`config.mk`:
```
export PLATFORM = sky130hd
export DESIGN_NAME = uart_baud_gen
export DESIGN_NICKNAME = d
export VERILOG_FILES = /design/src/rtl/uart_baud_pkg.sv /design/src/rtl/uart_baud_gen_wrap_counter.sv /design/src/rtl/uart_baud_gen.sv
export SDC_FILE = /design/constraint.sdc
export NUM_CORES = 1
export LEC_CHECK = 0
export ABC_AREA = 1
export CORE_MARGIN = 4
export CORE_UTILIZATION = 60
export CTS_CLUSTER_SIZE = 8
export DETAILED_ROUTE_END_ITERATION = 7
export DONT_BUFFER_PORTS = 1
export PLACE_DENSITY = 0.76
export SKIP_LAST_GASP = 1
export SLEW_MARGIN = 20
export SYNTH_ARGS = -nofsm -noshare
export SYNTH_HDL_FRONTEND = slang
export SYNTH_SLANG_ARGS = --single-unit
```
`constraint.sdc`:
```
create_clock -name clk_i -period 2.65 [get_ports clk_i]
set_clock_uncertainty 0.1 [all_clocks]
set_input_delay 0.265 -clock clk_i [delete_from_list [all_inputs] [get_ports clk_i]]
set_output_delay 0.265 -clock clk_i [all_outputs]
set_load 0.1 [all_outputs]
```
`src/rtl/uart_baud_pkg.sv`:
```
// Shared constants and types for the UART baud-rate tick generator.
// Contents: default divisor/oversample sizing, the divisor type and a
// helper that sizes the oversample counter.
package uart_baud_pkg;

  localparam int unsigned OVERSAMPLE_DEFAULT = 16;
  localparam int unsigned DIV_WIDTH_DEFAULT  = 16;

  typedef logic [DIV_WIDTH_DEFAULT-1:0] baud_div_t;

  // Width of a counter spanning 0..os-1 (never less than one bit).
  function automatic int unsigned os_cnt_width(input int unsigned os);
    return (os > 1) ? $clog2(os) : 1;
  endfunction

  localparam int unsigned OS_CNT_W_DEFAULT = os_cnt_width(OVERSAMPLE_DEFAULT);

endpackage

```
`src/rtl/uart_baud_gen_wrap_counter.sv`:
```
// Generic wrapping up-counter: counts 0..max_i and returns to 0.
// Ports:
//   clk_i, arst_ni : clock, synchronous active-low reset
//   clr_i          : synchronous clear (wins over inc_i)
//   inc_i          : advance request
//   max_i          : terminal count
//   cnt_o          : current count
//   wrap_o         : combinational, high when this advance wraps to 0
module wrap_counter
  import uart_baud_pkg::*;
#(
  parameter int unsigned WIDTH = 8
) (
  input  logic             clk_i,
  input  logic             arst_ni,
  input  logic             clr_i,
  input  logic             inc_i,
  input  logic [WIDTH-1:0] max_i,
  output logic [WIDTH-1:0] cnt_o,
  output logic             wrap_o
);

  logic [WIDTH-1:0] cnt_q;

  // Compare before incrementing so the count never overflows.
  assign wrap_o = inc_i & (cnt_q == max_i);
  assign cnt_o  = cnt_q;

  // Count register.
  always_ff @(posedge clk_i) begin
    if (!arst_ni) begin
      cnt_q <= '0;
    end else if (clr_i) begin
      cnt_q <= '0;
    end else if (inc_i) begin
      cnt_q <= wrap_o ? '0 : cnt_q + WIDTH'(1);
    end
  end

endmodule

```
`src/rtl/uart_baud_gen.sv`:
```
// Baud-rate tick generator for the APB UART.
// Produces registered one-cycle oversample, mid-bit and bit-boundary strobes
// from a programmable clock divisor. New divisors are taken only while idle,
// stalled, or on the edge that completes a bit, so a rate change never
// splits a bit.
// Ports:
//   clk_i, arst_ni : clock, synchronous active-low reset
//   en_i           : generator enable (low clears both counters)
//   div_i          : requested divisor N (clocks per oversample tick)
//   div_valid_i    : divisor update request
//   div_ready_o    : combinational, update accepted this cycle if valid
//   os_tick_o      : oversample strobe
//   mid_tick_o     : mid-bit strobe (RX sample point)
//   bit_tick_o     : bit-boundary strobe
//   div_o          : active divisor
module uart_baud_gen
  import uart_baud_pkg::*;
#(
  parameter int unsigned DIV_WIDTH  = DIV_WIDTH_DEFAULT,
  parameter int unsigned OVERSAMPLE = OVERSAMPLE_DEFAULT
) (
  input  logic                 clk_i,
  input  logic                 arst_ni,
  input  logic                 en_i,
  input  logic [DIV_WIDTH-1:0] div_i,
  input  logic                 div_valid_i,
  output logic                 div_ready_o,
  output logic                 os_tick_o,
  output logic                 mid_tick_o,
  output logic                 bit_tick_o,
  output logic [DIV_WIDTH-1:0] div_o
);

  localparam int unsigned OS_W = os_cnt_width(OVERSAMPLE);
  localparam logic [OS_W-1:0] OS_MID  = OS_W'(OVERSAMPLE / 2 - 1);
  localparam logic [OS_W-1:0] OS_LAST = OS_W'(OVERSAMPLE - 1);

  logic [DIV_WIDTH-1:0] div_q;
  logic [DIV_WIDTH-1:0] div_max;
  logic [DIV_WIDTH-1:0] unused_cyc_cnt;
  logic [OS_W-1:0]      os_cnt;
  logic                 div_zero;
  logic                 run;
  logic                 load;
  logic                 cnt_clr;
  logic                 cyc_wrap;
  logic                 os_wrap;
  logic                 mid_c;
  logic                 os_tick_q;
  logic                 mid_tick_q;
  logic                 bit_tick_q;

  assign div_zero = (div_q == '0);
  assign run      = en_i & ~div_zero;
  assign div_max  = div_q - DIV_WIDTH'(1);

  // Disable, stall and divisor load all restart the phase from zero.
  assign cnt_clr = ~run | load;

  // Clock-per-oversample-tick counter; wrap_o is the oversample tick.
  wrap_counter #(
    .WIDTH (DIV_WIDTH)
  ) u_cyc_cnt (
    .clk_i   (clk_i),
    .arst_ni (arst_ni),
    .clr_i   (cnt_clr),
    .inc_i   (run),
    .max_i   (div_max),
    .cnt_o   (unused_cyc_cnt),
    .wrap_o  (cyc_wrap)
  );

  // Oversample-ticks-per-bit counter; wrap_o marks the bit boundary.
  wrap_counter #(
    .WIDTH (OS_W)
  ) u_os_cnt (
    .clk_i   (clk_i),
    .arst_ni (arst_ni),
    .clr_i   (cnt_clr),
    .inc_i   (cyc_wrap),
    .max_i   (OS_LAST),
    .cnt_o   (os_cnt),
    .wrap_o  (os_wrap)
  );

  assign mid_c = cyc_wrap & (os_cnt == OS_MID);

  // os_wrap is already qualified by run, so it is the bit-completion edge.
  assign div_ready_o = ~en_i | div_zero | os_wrap;
  assign load        = div_valid_i & div_ready_o;

  // Divisor and strobe registers; a load on the bit edge keeps that strobe.
  always_ff @(posedge clk_i) begin
    if (!arst_ni) begin
      div_q      <= '0;
      os_tick_q  <= 1'b0;
      mid_tick_q <= 1'b0;
      bit_tick_q <= 1'b0;
    end else begin
      if (load) begin
        div_q <= div_i;
      end
      os_tick_q  <= cyc_wrap;
      mid_tick_q <= mid_c;
      bit_tick_q <= os_wrap;
    end
  end

  assign os_tick_o  = os_tick_q;
  assign mid_tick_o = mid_tick_q;
  assign bit_tick_o = bit_tick_q;
  assign div_o      = div_q;

endmodule

```
== Yosys cells after proc, flatten, opt, wreduce, memory -nomap -nowiden ==
Index checks and enable logic that the tools add are counted.

* Register bits: 39
* Output and inout port bits: 20
* Input bits: 20

* Reductions and logical operators: 2
* Equal/unequal tests: 3
* Add/sub/neg operators: 3
* Bitwise operators: 12
* Multiplexer cells: 2

{| class="wikitable"
|+ Operators by type and width
! cell !! number
|-
| $add 16x1->16 const B || 1
|-
| $eq 16x16->1 || 1
|-
| $logic_not 16->1 || 1
|-
| $mux 16 || 1
|-
| $sub 16x1->16 const B || 1
|-
| $and 1x1->1 || 5
|-
| $add 4x1->4 const B || 1
|-
| $eq 4x3->1 const B || 1
|-
| $eq 4x4->1 const B || 1
|-
| $mux 4 || 1
|-
| $not 1->1 || 4
|-
| $or 1x1->1 || 3
|-
| $reduce_or 2->1 || 1
|}

== Depth between registers and ports, before layout ==
* Depth after elaboration: 9
* Mapped depth: 17
* Depth with buffers taken out: 17

== By module ==
Synthesis repeated with hierarchy kept, for this count alone.

* Cells, all modules: 431
* Area, all modules: 2685.1 um^2

{| class="wikitable"
|+ Modules (own cells, without submodules)
! module !! sequential area each (um^2) !! cells each !! instances !! area each (um^2)
|-
| wrap_counter at u_cyc_cnt || 320.3 || 205 || 1 || 1229.9
|-
| uart_baud_gen || 380.4 || 177 || 1 || 1169.9
|-
| wrap_counter at u_os_cnt || 80.1 || 49 || 1 || 285.3
|}

== Worst setup path after synthesis ==
OpenSTA, ideal clock, no wires.

* Kind: flip-flop to flip-flop
* From: register div_q[0] (netlist: div_o[0])
* To: register div_q[7] (netlist: div_o[7])
* Required time: 2484 ps
* Slack: -463 ps
* Library setup time: 66 ps
* Arrival time: 2947 ps
* Cell stages (with the launch flop): 16
* Cells stage by stage: dfxtp_1 > inv_1 > ha_1 > inv_1 > nand2_1 > nand2_1 > xor2_1 > nand2_1 > nor2_1 > nand3_1 > nor2_2 > nand3_2 > nand2_4 > buf_6 > a21oi_1 > nor2_1

* Cells in the longest elaborated chain, start to end: 7

{| class="wikitable"
|+ RTL lines
! element !! line !! text
|-
| from (decl) || uart_baud_gen.sv:38 || <nowiki>logic [DIV_WIDTH-1:0] div_q;</nowiki>
|-
| from (signal assigned) || uart_baud_gen.sv:101 || <nowiki>div_q <= div_i;</nowiki>
|-
| branches (longest 5 deep; another with $sub 16x1->16) || -- ||
|-
| $or 1x1->1 (*) || uart_baud_gen.sv:89 || <nowiki>assign div_ready_o = ~en_i | div_zero | os_wrap;</nowiki>
|-
| named net div_ready_o || uart_baud_gen.sv:27 || <nowiki>output logic div_ready_o,</nowiki>
|-
| $and 1x1->1 (*) || uart_baud_gen.sv:90 || <nowiki>assign load = div_valid_i & div_ready_o;</nowiki>
|}

Mark *: on every way through the listed nets, which the timed path passes.
A chain may end at the register's enable or synchronous reset.

== Worst setup path after layout ==
* From: register div_q[1] (netlist: div_o[1])
* To: output port div_ready_o

* Cells in the longest elaborated chain, start to end: 6

{| class="wikitable"
|+ RTL lines
! element !! line
|-
| branches (longest 5 deep; another with $sub 16x1->16) || --
|-
| $or 1x1->1 (*) || uart_baud_gen.sv:89
|-
| to (decl) || uart_baud_gen.sv:27
|}

Every way passes the cells marked *.

==> results.py <==
metrics = {
    "clock_tree": {
        "htreeDepth": 2,
        "cts_made_buffers": 5,
        "cts.path.max_buffers": 2,
        "root_buffer": "clkbuf_8",
        "insertion_delay_ns": 0.29,
        "clock_sinks": 39,
        "cts_tree": "yes",
        "clk_pin_slew_ns": 0.08,
    },
    "yosys": {
        "synth_common_cells": "nand2_1 (117), nor2_1 (73), inv_1 (57)",
        "seq_area_frac_synth_pct": 28.7,
        "synth-async-reset-ratio_pct": 0,
        "synthTopCellsByArea": "dfxtp_1 (29%), nand2_1 (16%), nor2_1 (10%)",
        "synth_top_area_cell": "dfxtp_1",
        "synth_cell_types": 29,
        "synthCells": 446,
        "synth_seq_cells": 39,
        "synth-edff-count": 0,
        "synth_area_mm2": 0.00272,
        "dominantRegCellSynth": "dfxtp_1",
        "yosysWarnings": 0,
        "syn_nets": 470,
        "syn_avg_cell_area_um2": 6.10,
        "synth_top_area_share_pct": 28.7,
        "yosysMostFrequentCell": "nand2_1",
    },
    "routing": {
        "vias": 2743,
        "wl_um": 6500,
        "drt_iter0_markers": 199,
        "drt-pass1-iter-count": 5,
        "detail-route-antenna-nets": 0,
        "post_drt_wl_per_cell_um": 12.5,
        "via_per_inst": 5.29,
        "drc": 0,
    },
    "finish": {
        "layout-drive-gt1-share_pct": 18.2,
        "areaGrowthSynthToFinish_pct": 13.2,
        "nNetsFinal": 490,
        "nFillCells": 387,
        "diodes": 0,
        "post-route-util_pct": 70.3,
    },
    "power_and_ir_drop": {
        "internal_power_w": 0.000967,
        "switching_share_pct": 40.2,
        "p_comb_share_pct": 35.9,
        "power_density_mw_per_mm2": 525,
        "p_seq_share_pct": 39.7,
        "clockPowerShare_pct": 24.4,
        "switchingPower_w": 0.000650,
        "ir_worst_vdd_uv": 312,
        "leakage_nw": 1.47,
        "total_power_w": 0.00162,
    },
    "worst_setup_path": {
        "critPathMaxStageDelay_ns": 0.36,
        "cp_slowest_cell": "dfxtp_4",
        "crit_type": "reg2out",
        "arrival_ns": 2.15,
        "crit_top_cell": "nand2_1",
        "worst_path_dominant_cell_family": "simple AND/OR/NAND/NOR gates",
        "crit_fanout": 8,
        "critPathBufInv": 1,
        "cp.required_ns": 2.29,
        "cp-end-kind": "output pin",
        "cp_cell_sequence": "nor2_2 > nand2_2 > nor2_4 > nand2_1 > nand3_2 > nand2_1 > nor2_1 > nand2_1 > nor2_2 > nand3_2 > nand2_8 > buf_12",
        "worstSetupStartpointType": "flop",
    },
    "timing": {
        "worst_slew_pin_slew_ns": 0.942,
        "holdWs_ns": 0.0306,
        "fin_ws_ns": 0.132,
        "finalSetupTns_ns": 0,
        "finalSetupViolations": 0,
        "hold_viol": 0,
        "timing.fmax_ghz": 0.397,
        "slew_viol_final": 0,
        "relSlewSlack_pct": 37.1,
        "min_period_over_period_pct": 95.0,
        "period_needed_ns": 2.52,
    },
    "floorplan": {
        "rows": 24,
        "dieWidth_um": 75.3,
        "io-pin-count": 40,
        "start_util_pct": 62.0,
        "fp.coreArea_mm2": 0.00438,
        "die-area_mm2": 0.00567,
        "dieHeight_um": 75.3,
    },
    "worst_hold_path": {
        "hold_class": "in2reg",
    },
    "flow_run": {
        "cap_violations": 0,
    },
    "placement": {
        "gp_congestion": 0.927,
        "dp_slack_ns": 0.193,
        "post-dp-hpwl_um": 4790,
        "io_buffers": 0,
    },
    "global_route": {
        "grt_pass1_vias": 2270,
        "grt_start_max_net_pins": 34,
        "antenna_found_initial": 0,
        "overflow": 0,
        "grt_pass1_wl_um": 10200,
        "grt_usage_pct": 23.2,
    },
    "status": {
        "status": "complete, no violations",
    },
}
## per-layer routing
layer | track usage [%] | wire length (µm) | share of wire (%)
met5 | 0 | 0 | 0
met4 | 6.60 | 78 | 1.2
met2 | 38.4 | 3050 | 47
met1 | 31.0 | 3040 | 47
met3 | 4.35 | 329 | 5.1
## path summary, 6_finish.rpt
check,startpoint,to,slack [ns],depth (start not counted)
worst max-delay path,div_o[1],div_ready_o,0.13,12
worst min-delay path,arst_ni,os_tick_o,0.03,2
worst max register to register,div_o[1],div_o[14],0.19,16
worst min register to register,u_os_cnt.cnt_o[3],bit_tick_o,0.41,2
## worst register-to-register path, cell delays in order, from the launching register on
cell	delay [ns]
dfxtp_4	0.36
nor2_2	0.15
nand2_2	0.13
nor2_4	0.20
nand2_1	0.11
nand3_2	0.10
nand2_1	0.07
nor2_1	0.08
nand2_1	0.06
nor2_2	0.15
nand3_2	0.15
nand2_8	0.12
buf_4	0.15
buf_4	0.21
nand3_1	0.09
nand2_1	0.07
nor2_1	0.05
## cell usage in the layout, fill, tap and decap left out, types with 2 or more instances in the layout
cell type and n:
nand2_1 114, nor2_1 68, inv_1 55, nand3_1 51
dfxtp_1 30, buf_4 23, nor2_2 18, a21oi_1 18
xor2_1 10, nand2_2 8, xnor2_1 7, dfxtp_2 7
inv_2 5, nor2_4 5, nand3b_1 5, nand4_1 5
nor3_1 5, clkbuf_8 5, nand3_2 4, o21ai_0 4
ha_1 3, nor4_1 2, dfxtp_4 2, buf_12 2
## kinds of logic after synthesis
logic type	Yosys count	synth area share (%)
buffers and inverters	73	11.5
flip-flops	39	28.7
XOR/XNOR	17	5.47
AND/OR/NAND/NOR	289	47.8
adder cells (fa/ha/maj)	4	1.84
AO/OA/AOI/OAI	24	4.65
## cell type report
type	instances	area (µm²)	area share [%]
Inverter	60	225	7.31
Clock buffer	6	72.6	2.36
Clock inverter	2	11.3	0.366
Timing Repair Buffer	26	223	7.23
Sequential cell	39	797	25.9
Tap cell	52	65.1	2.11
Multi-Input combinational cell	334	1690	54.8
## repair_timing
action	4_1_cts	5_1_grt
cloned	0	0
setup endpoints to repair	1	10
pin swaps	0	6
endpoints found under the hold margin	16	0
setup buffers	0	6
gates resized for setup	4	17
hold buffers	1	0
## registers in the layout, indices dropped and copies added (netlist names)
name             flops
bit_tick_o           1
div_o               16
mid_tick_o           1
os_tick_o            1
u_cyc_cnt.cnt_o     16
u_os_cnt.cnt_o       4
## power groups by stage
stage          Clock, W  Sequential, W  Combinational [W]
2_1_floorplan         0       0.000785           0.000314
3_3_place_gp          0       0.000651           0.000525
3_5_place_dp          0       0.000652           0.000530
4_1_cts        0.000402       0.000638           0.000543
5_1_grt        0.000422       0.000646           0.000631
6_report       0.000394       0.000642           0.000581
## per-stage QoR
step / std cells / instance area [µm²]
2_1_floorplan: 446 / 2730
3_3_place_gp: 504 / 2870
3_5_place_dp: 504 / 2870
4_1_cts: 513 / 2980
5_1_grt: 519 / 3080
6_report: 519 / 3080
Power figures use the tool's default switching activity.
